### src/rtl/twiddle_mul_pkg.sv
// -----------------------------------------------------------------------------
// twiddle_mul_pkg
// Shared constants, types and the twiddle ROM builder for the NTT twiddle
// multiplier.
//   N, R, Q, W, A : transform size, radix (lanes), modulus, coefficient
//                   width, address width
//   OMEGA         : primitive N-th root of unity mod Q
//   coeff_t       : one W-bit coefficient
//   lanes_t       : R coefficients, one per lane
//   address_t     : R twiddle exponents of A bits each
//   init_rom()    : builds the constant table omega^i mod Q, i = 0..N-1
// -----------------------------------------------------------------------------
package twiddle_mul_pkg;

    localparam int N = 256;
    localparam int R = 4;
    localparam int Q = 7681;
    localparam int W = 13;
    localparam int A = $clog2(N);

    // 62 is a primitive 512th root of unity mod 7681, so 62^2 has order 256
    // and OMEGA^128 = Q-1.
    localparam int OMEGA = 3844;

    // Barrett constants: the product is below 2^(2W), so k = 2W keeps the
    // quotient estimate within a small error of the true quotient.
    localparam int BARRETT_K = 2 * W;
    localparam int BARRETT_M = (1 << BARRETT_K) / Q;

    typedef logic [W-1:0]          coeff_t;
    typedef logic [R-1:0][W-1:0]   lanes_t;
    typedef logic [R-1:0][A-1:0]   address_t;
    typedef logic [N-1:0][W-1:0]   rom_t;

    function automatic rom_t init_rom();
        rom_t rom;
        int   acc;
        rom = '0;
        acc = 1;
        for (int i = 0; i < N; i++) begin
            rom[i] = coeff_t'(acc);
            acc    = (acc * OMEGA) % Q;
        end
        return rom;
    endfunction

endpackage

### src/rtl/mod_mul_barrett.sv
// -----------------------------------------------------------------------------
// mod_mul_barrett
// One lane of the twiddle multiplier: a W x W multiply into a 2W-bit product
// register, then a Barrett reduction into a fully reduced result register.
//   clk, rst_n : clock, asynchronous active-low reset
//   en_mul     : loads the product register (stage-2 valid)
//   en_red     : loads the result register (stage-3 valid)
//   a, b       : operands, any W-bit values
//   result     : (a * b) mod Q, in 0..Q-1
// -----------------------------------------------------------------------------
module mod_mul_barrett
    import twiddle_mul_pkg::*;
(
    input  logic   clk,
    input  logic   rst_n,
    input  logic   en_mul,
    input  logic   en_red,
    input  coeff_t a,
    input  coeff_t b,
    output coeff_t result
);

    localparam int PW = 2 * W;   // full product width
    localparam int MW = W + 1;   // Barrett multiplier width

    localparam logic [MW-1:0] M_C = MW'(BARRETT_M);

    logic [PW-1:0]    prod_reg;
    coeff_t           result_reg;
    logic [PW+MW-1:0] mq;
    logic [MW-1:0]    qhat;
    logic [PW:0]      r0;
    logic [PW:0]      r1;
    logic [PW:0]      r2;

    always_ff @(posedge clk or negedge rst_n) begin
        if (!rst_n) begin
            prod_reg <= '0;
        end else if (en_mul) begin
            prod_reg <= PW'(a) * PW'(b);
        end
    end

    // qhat never exceeds the true quotient, so r0 is non-negative and at
    // most a couple of Q above the residue; two trims finish the job.
    always_comb begin
        mq   = (PW+MW)'(prod_reg) * (PW+MW)'(M_C);
        qhat = MW'(mq >> BARRETT_K);
        r0   = (PW+1)'(prod_reg) - ((PW+1)'(qhat) * (PW+1)'(Q));
        r1   = (r0 >= (PW+1)'(Q)) ? r0 - (PW+1)'(Q) : r0;
        r2   = (r1 >= (PW+1)'(Q)) ? r1 - (PW+1)'(Q) : r1;
    end

    always_ff @(posedge clk or negedge rst_n) begin
        if (!rst_n) begin
            result_reg <= '0;
        end else if (en_red) begin
            result_reg <= coeff_t'(r2);
        end
    end

    assign result = result_reg;

endmodule

### src/rtl/twiddle_mul.sv
// -----------------------------------------------------------------------------
// twiddle_mul
// Multiplies each butterfly output lane by its twiddle factor omega^addr mod Q.
// Three register stages: ROM read + data capture, multiply, Barrett reduce.
// A new lane group is accepted every cycle; there is no backpressure.
//   clk, rst_n : clock, asynchronous active-low reset
//   en_in      : lane group valid
//   addr_in    : twiddle exponents, lanes 1..R-1 (lane 0 ignored)
//   data_in    : one coefficient per lane
//   valid_out  : data_out holds a result, 3 cycles after en_in was sampled
//   data_out   : lane-wise products, fully reduced; lane 0 = data_in mod Q
// -----------------------------------------------------------------------------
module twiddle_mul
    import twiddle_mul_pkg::*;
(
    input  logic     clk,
    input  logic     rst_n,
    input  logic     en_in,
    input  address_t addr_in,
    input  lanes_t   data_in,
    output logic     valid_out,
    output lanes_t   data_out
);

    localparam rom_t TWIDDLE_ROM = init_rom();

    logic [2:0] valid_reg;
    lanes_t     tw_reg;
    lanes_t     data_reg;

    // Lane 0 always multiplies by 1, so its exponent is never looked at.
    logic unused_lane0_addr;
    assign unused_lane0_addr = ^addr_in[0];

    always_ff @(posedge clk or negedge rst_n) begin
        if (!rst_n) begin
            valid_reg <= '0;
        end else begin
            valid_reg <= {valid_reg[1:0], en_in};
        end
    end

    // Stage 1: registered ROM read per lane plus the matching data word.
    // Exponents are A bits wide, so wrap-around upstream is naturally mod N.
    always_ff @(posedge clk or negedge rst_n) begin
        if (!rst_n) begin
            tw_reg   <= '0;
            data_reg <= '0;
        end else if (en_in) begin
            data_reg  <= data_in;
            tw_reg[0] <= coeff_t'(1);
            for (int i = 1; i < R; i++) begin
                tw_reg[i] <= TWIDDLE_ROM[addr_in[i]];
            end
        end
    end

    generate
        for (genvar gi = 0; gi < R; gi++) begin : g_lane
            mod_mul_barrett u_mul (
                .clk    (clk),
                .rst_n  (rst_n),
                .en_mul (valid_reg[0]),
                .en_red (valid_reg[1]),
                .a      (data_reg[gi]),
                .b      (tw_reg[gi]),
                .result (data_out[gi])
            );
        end
    endgenerate

    assign valid_out = valid_reg[2];

endmodule

### config.mk
export PLATFORM = sky130hd
export DESIGN_NAME = twiddle_mul
export DESIGN_NICKNAME = d
export VERILOG_FILES = /design/src/rtl/twiddle_mul_pkg.sv /design/src/rtl/mod_mul_barrett.sv /design/src/rtl/twiddle_mul.sv
export SDC_FILE = /design/constraint.sdc
export NUM_CORES = 2
export LEC_CHECK = 0
export CAP_MARGIN = 15
export CORE_MARGIN = 2
export CORE_UTILIZATION = 35
export CTS_CLUSTER_DIAMETER = 80
export DETAILED_ROUTE_END_ITERATION = 8
export PLACE_DENSITY = 0.49
export SLEW_MARGIN = 30
export SYNTH_ARGS = -nofsm -noshare
export SYNTH_HDL_FRONTEND = slang
export SYNTH_SLANG_ARGS = --single-unit
### constraint.sdc
create_clock -name clk -period 15.3 [get_ports clk]
set_input_delay 3.06 -clock clk [delete_from_list [all_inputs] [get_ports clk]]
set_output_delay 3.06 -clock clk [all_outputs]
set_load 0.005 [all_outputs]
==> impl_metrics.py <==
metrics = {
    "status": {
        "status": "finished, final reports clean",
    },
    "floorplanning": {
        "dieArea_um2": 175800,
        "die_w_um": 419.3,
        "start_util": 0.3519,
        "io-pin-count": 140,
        "die_h_um": 419.3,
        "std_cell_rows": 152,
        "core_um2": 171500,
    },
    "synthesis": {
        "synthFlopType": "dfrtp_1",
        "yosys.area.top_type": "ha_1",
        "synth_seq_cells": 238,
        "synth_seq_area_share": 0.09866,
        "synth_edf_count": 0,
        "yosysTopAreaCellShare": 0.1720,
        "netlist_area_um2": 60370,
        "yosysWarnings": 0,
        "async_flop_share": 1.000,
        "synth_fp_nets": 9049,
        "synth_most_common_cell": "inv_1",
        "syn_inst": 7620,
        "yosysUniqueCellTypes": 116,
        "synth_area_leaders": "ha_1, fa_1, dfrtp_1",
        "synthTopCellsByCount": "inv_1, ha_1, nand2_1",
        "post_synth.cell_area_avg_um2": 7.922,
    },
    "grt": {
        "grt_pass1_wl_mm": 316.0,
        "track_usage": 0.2250,
        "overflow": 0,
        "grt_pass1_vias": 53580,
        "grt_max_degree": 110,
        "antenna_found_initial": 6,
    },
    "setup_path": {
        "crit_family": "adder cells",
        "crit_required_ns": 15.77,
        "crit_fanout": 16,
        "path_buf_inv": 4,
        "cp.arrival_ns": 13.19,
        "regToRegSetupSlack_ns": 2.58,
        "slowest_delay_ns": 0.68,
        "crit_type": "flop to flop",
        "cpMostUsedCell": "ha_1",
        "endpoint_kind": "flop",
        "startpoint_type": "flop",
        "slowest_stage": "nand4_1",
    },
    "drt": {
        "finalWirelength_mm": 200.9,
        "firstDrtPassIters": 6,
        "final_antenna_net_count": 0,
        "vias_per_cell": 5.591,
        "drc": 0,
        "drt-wirelength-per-cell_um": 20.60,
        "drt_iter0_drc": 4847,
        "dr_total_vias": 54520,
    },
    "timing": {
        "final.setup.tns_ns": 0,
        "worstMarginPinSlew_ns": 1.162,
        "finalHoldViolCount": 0,
        "relSlewSlack": 0.2226,
        "final-setup-viol-count": 0,
        "period_needed_ns": 12.72,
        "skew_ns": 0.03122,
        "finalMaxSlewViolations": 0,
        "timing.fmax_mhz": 78.62,
        "rsz0062_at_grt": "false",
        "min_period_over_period": 0.8313,
    },
    "clocking": {
        "cts_root_buffer": "clkbuf_16",
        "cts_sinks": 238,
        "h-tree-depth": 2,
        "clk_pin_slew_worst_paths_ns": 0.06,
        "cts.repair.resized": 0,
        "cts_buffer_depth": 3,
        "cts_setup_buffers": 0,
        "clk_latency_ns": 0.59,
        "cts_hold_buf": 0,
        "cts_tree": "yes",
        "numCtsBuffers": 35,
    },
    "final_layout": {
        "nets": 8838,
        "syn_to_final_growth_pct": 7.022,
        "fillers": 18130,
        "drive_gt1_frac": 0.05258,
        "largest_reg_flops": 91,
        "fin_area_um2": 64610,
    },
    "placement": {
        "dpl.hpwl_mm": 154.6,
        "gp_congestion": 0.9638,
        "numPortBuffers": 131,
        "place_area_um2": 63330,
    },
    "hold_path": {
        "hold_class": "flop to flop",
    },
    "job": {
        "cap_viol_max_count": 0,
    },
}
==> routing by layer <==
metal,routed length (µm),vias to the layer above,share of wire,track usage
met5,46,-,0.00023,0
met4,6777,6,0.034,0.07206
met3,12160,360,0.061,0.02672
met2,87100,1792,0.43,0.3497
met1,94780,26280,0.47,0.3229
li1,-,26080,-,-
==> cell families after synthesis <==
| group | synth area share |
|---|---|
| simple gates | 0.1798 |
| mux | 0.04473 |
| xor+xnor | 0.04713 |
| fa+ha+maj | 0.3433 |
| compound gates | 0.2044 |
| flops | 0.09866 |
| buf+inv | 0.08195 |
==> final timing paths <==
check                                             from                        end  cells past startpoint
setup / recovery           g_lane[2].u_mul.prod_reg[7]  g_lane[2].u_mul.result[9]                     47
hold / removal               g_lane[1].u_mul.result[6]  g_lane[1].u_mul.result[6]                      2
setup reg to reg           g_lane[2].u_mul.prod_reg[7]  g_lane[2].u_mul.result[9]                     47
hold reg to reg              g_lane[1].u_mul.result[6]  g_lane[1].u_mul.result[6]                      2
max in group asynchronous                        rst_n               data_reg[27]                      3
min in group asynchronous                        rst_n  g_lane[1].u_mul.result[3]                      1
==> layout by cell type, fill, tap and decap left out, types with 27 or more instances in the layout <==
cell	instances
a211o_1	27
a211oi_1	121
a21o_1	100
a21oi_1	533
a311oi_1	48
a31oi_1	106
and2_1	262
and3_1	46
buf_4	69
clkbuf_16	36
clkdlybuf4s50_1	114
dfrtp_1	236
fa_1	512
ha_1	830
inv_1	854
mux2_2	113
mux2i_1	40
mux4_2	45
nand2_1	809
nand2b_1	67
nand3_1	191
nand4_1	32
nor2_1	507
nor2b_1	54
nor3_1	181
o211ai_1	78
o21ai_0	420
o21bai_1	63
o311ai_0	42
o31ai_1	49
or3_1	28
xnor2_1	220
xor2_1	100
==> worst min-delay path, stage by stage, from the launching register on <==
cell and delay, ns:
dfrtp_1 0.34, nand2_1 0.06, o31ai_1 0.05
==> metrics by stage <==
step | std cells | hold slack [ns] | utilization | setup slack [ns]
after floorplan | 7620 | 0.3519 | - | 4.522
after global routing | 9748 | 0.5052 | 0.3766 | 1.774
after detailed placement | 9682 | 0.4720 | 0.3692 | 2.651
after global placement | 9682 | 0.4692 | 0.3691 | 2.731
after CTS | 9746 | 0.4869 | 0.3764 | 2.596
final | 9750 | 0.4861 | 0.3766 | 2.581
==> layout make-up <==
| class | count | area, µm² | share of cell area |
|---|---|---|---|
| clock buffer | 41 | 959.7 | 0.01485 |
| timing repair buffer | 196 | 1753 | 0.02713 |
| inverter | 866 | 3253 | 0.05035 |
| tap | 2310 | 2890 | 0.04474 |
| multi-input combinational | 6072 | 49500 | 0.7662 |
| sequential | 238 | 5961 | 0.09226 |
| antenna | 4 | 10.01 | 0.0001549 |
| clock inverter | 23 | 281.5 | 0.004357 |
Power is not shown: default switching activity piles up to over one toggle a cycle in this logic, so the estimate is an artifact.
